File: src/rtl/countdown_pkg.sv
// Shared types and defaults for the countdown timer slice.
// Pure declarations: no latency, no flow control.
package countdown_pkg;
  localparam int CD_WIDTH    = 16;
  localparam int CD_PRESCALE = 1;

  typedef enum logic [1:0] {
    IDLE,
    RUN,
    PAUSED,
    EXPIRED
  } cd_state_t;
endpackage

File: src/rtl/countdown_timer_if.sv
// Control/status bundle between a timer owner (master) and the countdown timer (slave).
// Plain wires: no latency, no backpressure.
interface countdown_timer_if #(parameter int WIDTH = countdown_pkg::CD_WIDTH);
  logic             load;
  logic [WIDTH-1:0] load_value;
  logic             start;
  logic             pause;
  logic [WIDTH-1:0] Q;
  logic             busy;
  logic             done;

  modport master (output load, load_value, start, pause, input Q, busy, done);
  modport slave  (input load, load_value, start, pause, output Q, busy, done);
endinterface

File: src/rtl/tick_prescaler.sv
// Divides enabled cycles into ticks: tick is combinational, high on the last of every PRESCALE enabled cycles.
// No backpressure; hold freezes the count, clear restarts it from zero.
module tick_prescaler #(
  parameter int PRESCALE = 1
) (
  input  logic clock,
  input  logic reset,
  input  logic clear,
  input  logic hold,
  output logic tick
);
  localparam int            CW   = (PRESCALE > 1) ? $clog2(PRESCALE) : 1;
  localparam logic [CW-1:0] LAST = CW'(PRESCALE - 1);

  logic [CW-1:0] cnt;

  assign tick = !hold && (cnt == LAST);

  always_ff @(posedge clock or negedge reset) begin
    if (!reset) begin
      cnt <= '0;
    end else if (clear) begin
      cnt <= '0;
    end else if (!hold) begin
      cnt <= (cnt == LAST) ? '0 : cnt + 1'b1;
    end
  end
endmodule

File: src/rtl/countdown_timer.sv
// Loadable down-counter with start/pause and a one-cycle done; outputs registered, load visible one edge later.
// No backpressure. COUNTDOWN_AUTORELOAD_EN makes expiry reload the last loaded value and keep running.
module countdown_timer
  import countdown_pkg::*;
#(
  parameter int WIDTH    = CD_WIDTH,
  parameter int PRESCALE = CD_PRESCALE
) (
  input logic               clock,
  input logic               reset,
  countdown_timer_if.slave  bus
);
  localparam logic [WIDTH-1:0] ONE = {{(WIDTH-1){1'b0}}, 1'b1};

  cd_state_t        state, state_nxt;
  logic [WIDTH-1:0] q_r, q_nxt;
  logic             done_r, done_nxt;
  logic             busy_r, busy_nxt;
  logic             pause_req, run_en, hold, tick, terminal;
  logic [WIDTH-1:0] expire_value;

  // start outranks pause, so both together in RUN keeps counting
  assign pause_req = bus.pause && !bus.start;
  assign run_en    = (state == RUN) && !bus.load && !pause_req;
  assign hold      = !run_en;
  assign terminal  = tick && (q_r == ONE);

  tick_prescaler #(.PRESCALE(PRESCALE)) u_prescaler (
    .clock (clock),
    .reset (reset),
    .clear (bus.load),
    .hold  (hold),
    .tick  (tick)
  );

`ifdef COUNTDOWN_AUTORELOAD_EN
  logic [WIDTH-1:0] reload_r;

  always_ff @(posedge clock or negedge reset) begin
    if (!reset) begin
      reload_r <= '0;
    end else if (bus.load) begin
      reload_r <= bus.load_value;
    end
  end

  assign expire_value = reload_r;
`else
  assign expire_value = '0;
`endif

  always_ff @(posedge clock or negedge reset) begin
    if (!reset) begin
      state  <= IDLE;
      q_r    <= '0;
      done_r <= 1'b0;
      busy_r <= 1'b0;
    end else begin
      state  <= state_nxt;
      q_r    <= q_nxt;
      done_r <= done_nxt;
      busy_r <= busy_nxt;
    end
  end

  always_comb begin
    state_nxt = state;
    if (bus.load) begin
      state_nxt = IDLE;
    end else begin
      case (state)
        IDLE:    if (bus.start) state_nxt = (q_r != '0) ? RUN : EXPIRED;
        RUN: begin
          if (pause_req)     state_nxt = PAUSED;
          else if (terminal) state_nxt = (expire_value != '0) ? RUN : EXPIRED;
        end
        PAUSED:  if (bus.start) state_nxt = RUN;
        EXPIRED: state_nxt = EXPIRED;
        default: state_nxt = IDLE;
      endcase
    end
  end

  always_comb begin
    q_nxt    = q_r;
    done_nxt = 1'b0;
    if (bus.load) begin
      q_nxt = bus.load_value;
    end else begin
      case (state)
        IDLE: if (bus.start && q_r == '0) done_nxt = 1'b1;
        RUN: begin
          if (terminal) begin
            q_nxt    = expire_value;
            done_nxt = 1'b1;
          end else if (tick && q_r != '0) begin
            q_nxt = q_r - ONE;
          end
        end
        default: q_nxt = q_r;
      endcase
    end
    busy_nxt = (state_nxt == RUN) || (state_nxt == PAUSED);
  end

  assign bus.Q    = q_r;
  assign bus.busy = busy_r;
  assign bus.done = done_r;
endmodule

File: src/flat_wrapper.sv
// flat-port wrapper written by rule: the top's interface ports become plain ports
module countdown_timer_flat import countdown_pkg::*;
#(
  parameter int WIDTH    = CD_WIDTH,
  parameter int PRESCALE = CD_PRESCALE
)
  (clock, reset, bus_load, bus_load_value, bus_start, bus_pause, bus_Q, bus_busy, bus_done);
  countdown_timer_if #(.WIDTH(WIDTH)) bus_i ();
  input logic clock;
  input logic reset;
  input wire logic [$bits(bus_i.load)-1:0] bus_load;
  input wire logic [$bits(bus_i.load_value)-1:0] bus_load_value;
  input wire logic [$bits(bus_i.start)-1:0] bus_start;
  input wire logic [$bits(bus_i.pause)-1:0] bus_pause;
  output wire logic [$bits(bus_i.Q)-1:0] bus_Q;
  output wire logic [$bits(bus_i.busy)-1:0] bus_busy;
  output wire logic [$bits(bus_i.done)-1:0] bus_done;
  assign bus_i.load = bus_load;
  assign bus_i.load_value = bus_load_value;
  assign bus_i.start = bus_start;
  assign bus_i.pause = bus_pause;
  assign bus_Q = bus_i.Q;
  assign bus_busy = bus_i.busy;
  assign bus_done = bus_i.done;
  countdown_timer #(.WIDTH(WIDTH), .PRESCALE(PRESCALE)) u_core (.clock(clock), .reset(reset), .bus(bus_i));
endmodule
File: config.mk
export PLATFORM = sky130hd
export DESIGN_NAME = countdown_timer_flat
export DESIGN_NICKNAME = d
export VERILOG_FILES = /design/src/rtl/countdown_pkg.sv /design/src/rtl/countdown_timer_if.sv /design/src/rtl/tick_prescaler.sv /design/src/rtl/countdown_timer.sv /design/src/flat_wrapper.sv
export SDC_FILE = /design/constraint.sdc
export NUM_CORES = 1
export LEC_CHECK = 0
export CAP_MARGIN = 20
export CELL_PAD_IN_SITES_DETAIL_PLACEMENT = 1
export CELL_PAD_IN_SITES_GLOBAL_PLACEMENT = 1
export CORE_ASPECT_RATIO = 0.7
export CORE_MARGIN = 4
export CORE_UTILIZATION = 33
export CTS_BUF_LIST = sky130_fd_sc_hd__clkbuf_8
export DETAILED_ROUTE_END_ITERATION = 16
export GPL_TIMING_DRIVEN = 0
export MAX_ROUTING_LAYER = met4
export PLACE_DENSITY_LB_ADDON = 0.25
export SLEW_MARGIN = 20
export SYNTH_ARGS = -nofsm -noshare
export SYNTH_HDL_FRONTEND = slang
export SYNTH_HIERARCHICAL = 1
export SYNTH_SLANG_ARGS = --single-unit
File: constraint.sdc
create_clock -name clock -period 2.7 [get_ports clock]
set_clock_uncertainty 0.2 [all_clocks]
set_input_delay 0.81 -clock clock [delete_from_list [all_inputs] [get_ports clock]]
set_output_delay 0.81 -clock clock [all_outputs]
set_load 0.02 [all_outputs]
==> impl_metrics.json <==
{
  "routed-via-count": 1594,
  "fmax_mhz": 336.1,
  "synth_edf_count": 0,
  "synth_area_per_cell_um2": 8.728,
  "die_x_um": 86.72,
  "clock_sinks": 20,
  "drt_iter0_drc": 135,
  "ys_ff_latch": 20,
  "antenna_cells": 0,
  "port_buffers": 38,
  "seqPwrFrac_pct": 42.3,
  "drc": 0,
  "async_flop_share_pct": 100.0,
  "hp-class": "primary input to asynchronous set/reset pin",
  "ios": 39,
  "postSynthCellCount": 164,
  "grt_pass1_vias": 1663,
  "synth_top_area_share_pct": 34.97,
  "run_status": "finished, violations left",
  "grt_max_degree": 21,
  "rsz0062_at_grt": "yes",
  "rr_startpoint": "u_core/state[0]",
  "arrival_ps": 2940,
  "slew_viol_final": 0,
  "cts_tree": "yes",
  "antenna_found_initial": 0,
  "vdd_drop_max_v": 0.0002395,
  "nFillCells": 483,
  "drive_above_1_share_pct": 25.79,
  "cts_buffer_depth": 2,
  "p_per_area_mw_per_mm2": 400.7,
  "worstSetupEndpointType": "flop",
  "track_usage_pct": 21.10,
  "rrSetupSlack_ps": -120,
  "viasPerCell": 5.839,
  "comb_power_share_pct": 30.1,
  "first_pass_iters": 4,
  "synth.net_count": 188,
  "yosysUniqueCellTypes": 50,
  "cp-endpoint": "u_core/bus.Q[15]",
  "routed_wl_um": 5675,
  "core_mm2": 0.004041,
  "final.setup.tns_ps": -2990,
  "num_rows": 19,
  "setup_violations": 15,
  "cts_buffers": 3,
  "seqCellArea_um2": 500.5,
  "setup_ws_ps": -275.1,
  "cp-start-kind": "primary input",
  "ys_seq_area_share_pct": 34.97,
  "final_nets": 246,
  "synth_top_flop_cell": "dfrtp_1",
  "power.leakage_nw": 0.8494,
  "hold_ws_ps": 295.2,
  "crit_type": "primary input to flop",
  "overflow": 0,
  "p_int_mw": 0.5783,
  "cp-startpoint": "bus_pause",
  "tightestPinTransition_ps": 710.6,
  "cts_hold_buf": 0,
  "syn_area_mm2": 0.001431,
  "dieArea_mm2": 0.005472,
  "multiInputGateArea_um2": 963.4,
  "start_util_pct": 35.42,
  "ant_nets": 0,
  "max_slew_margin_pct": 52.19,
  "fin_crit_sh_pct": 110.2,
  "p_clk_share_pct": 27.6,
  "place.gp.congestion": 0.9030,
  "violations": "setup timing",
  "cp.required_ps": 2660,
  "clockRootBuffer": "clkbuf_8",
  "htree_levels": 1,
  "power_switching_mw": 0.2900,
  "switching_share_pct": 33.40,
  "area_growth_pct": 51.40,
  "grt_pass1_wl_um": 8769,
  "ys_warn_count": 6,
  "path_max_fanout": 4,
  "clock_latency_ps": 270,
  "clk_pin_slew_ps": 80,
  "die_h_um": 63.10,
  "yosys-top-cells-area": "dfrtp_1, o211ai_1, nand2_1",
  "final-hold-violation-count": 0,
  "wl_per_cell_um": 20.79,
  "reg2reg_depth": 8,
  "r2r-end": "u_core/bus.Q[15]",
  "synth_largest_area_cell": "dfrtp_1",
  "fin_crit_ps": 2975,
  "max-cap-violations": 0,
  "hpwlAfterDp_um": 3703
}
## synthesized netlist by cell type (3+ instances only)
master and n:
dfrtp_1 20, o211ai_1 12, a31oi_1 5, ha_1 3
nand2b_1 3, nor2_1 18, nand4_1 4, clkbuf_1 3
nand2_1 21, or4_1 4, nor4_1 4, inv_1 7
nor3_1 5, nand3_1 3, o21ai_0 7
## worst max-delay path, stage by stage
cell     delay [ps]
buf_6            90
nor2b_4         120
or4b_4          510
inv_4            90
or4bb_4         470
nor4_4          240
buf_4           230
buf_6           110
nor3_2           30
o31a_1          230
## state kept, by name, indices dropped and copies added (netlist names)
name             count
u_core/bus.Q        16
u_core/state         2
u_core/bus.done      1
u_core/bus.busy      1
## metal layers
layer  track usage [%]  part of all wire, %  vias up
met2             31.77                   48       62
met5                 -                    0        -
met3             5.208                  6.0       14
met1             27.59                   44      779
li1                  -                    -      739
met4             7.393                  2.1        0
## area by class of cell
| cell class | instances | share of cell area [%] |
|---|---|---|
| clock buffers | 4 | 2.540 |
| multi-input cells | 130 | 44.46 |
| plain buffers | 6 | 1.617 |
| repair buffers | 54 | 23.96 |
| well taps | 52 | 3.002 |
| flip-flops and latches | 20 | 23.09 |
| inverters | 7 | 1.328 |
## timing repair
item                                   4_1_cts  5_1_grt
resized for setup                           23       17
pin swaps                                    8       16
endpoints found under the hold margin        0        0
gates cloned                                 1        0
setup endpoints to repair                   19       19
setup buffers                               10        5
## worst min-delay path by stage
stage | from | to | slack (ps) | cells past startpoint
after floorplan | reset | u_core/bus.Q[0] | 310 | 0
after global placement | u_core/state[1] | u_core/bus.done | 360 | 1
after detailed placement | u_core/state[1] | u_core/bus.done | 390 | 1
after CTS | u_core/state[1] | u_core/bus.done | 400 | 1
after global routing | reset | u_core/bus.Q[6] | 340 | 1
final | reset | u_core/bus.Q[12] | 300 | 1
## metrics by stage
| stage | power [mW] | utilization, % | instances | cell area (µm²) | setup slack, ps |
|---|---|---|---|---|---|
| after floorplan | 0.4840 | - | 164 | 1453 | -358.5 |
| after global placement | 0.5962 | 46.97 | 254 | 1898 | -1134 |
| after detailed placement | 0.6073 | 46.97 | 254 | 1898 | -1226 |
| after CTS | 0.8542 | 50.71 | 269 | 2049 | -234.6 |
| final | 0.8683 | 53.62 | 273 | 2167 | -275.1 |
| after global routing | 0.9156 | 53.62 | 273 | 2167 | -347.2 |
## power by group through the flow
stage               sequential (mW)  clock, mW  combinational [mW]
detailed placement            0.368          0               0.239
CTS                           0.363      0.245               0.246
global route                  0.375      0.260               0.281
global placement              0.365          0               0.231
finish                        0.367      0.240               0.261
floorplan                     0.387          0              0.0972
## cells by family after synthesis
| family | synth area share, % |
|---|---|
| muxes | 1.399 |
| buffers and inverters | 4.545 |
| AOI/OAI and AO/OA | 20.19 |
| adders and majority gates | 2.623 |
| DFF | 34.97 |
| and+or+nand+nor | 36.28 |
## placed cells by master, fill, tap and decap left out, types with 3 or more instances in the layout
cell / count
or4_1: 4
nand2_1: 19
clkdlybuf4s50_1: 34
nand2b_1: 3
buf_6: 4
ha_1: 3
inv_1: 6
nand4_1: 4
nor2_2: 3
nor2_1: 14
clkbuf_8: 4
o211ai_1: 12
nand3_1: 3
dfrtp_1: 20
nor3_1: 4
buf_4: 14
o21ai_1: 4
a31oi_1: 4
Power figures use the tool's default switching activity.
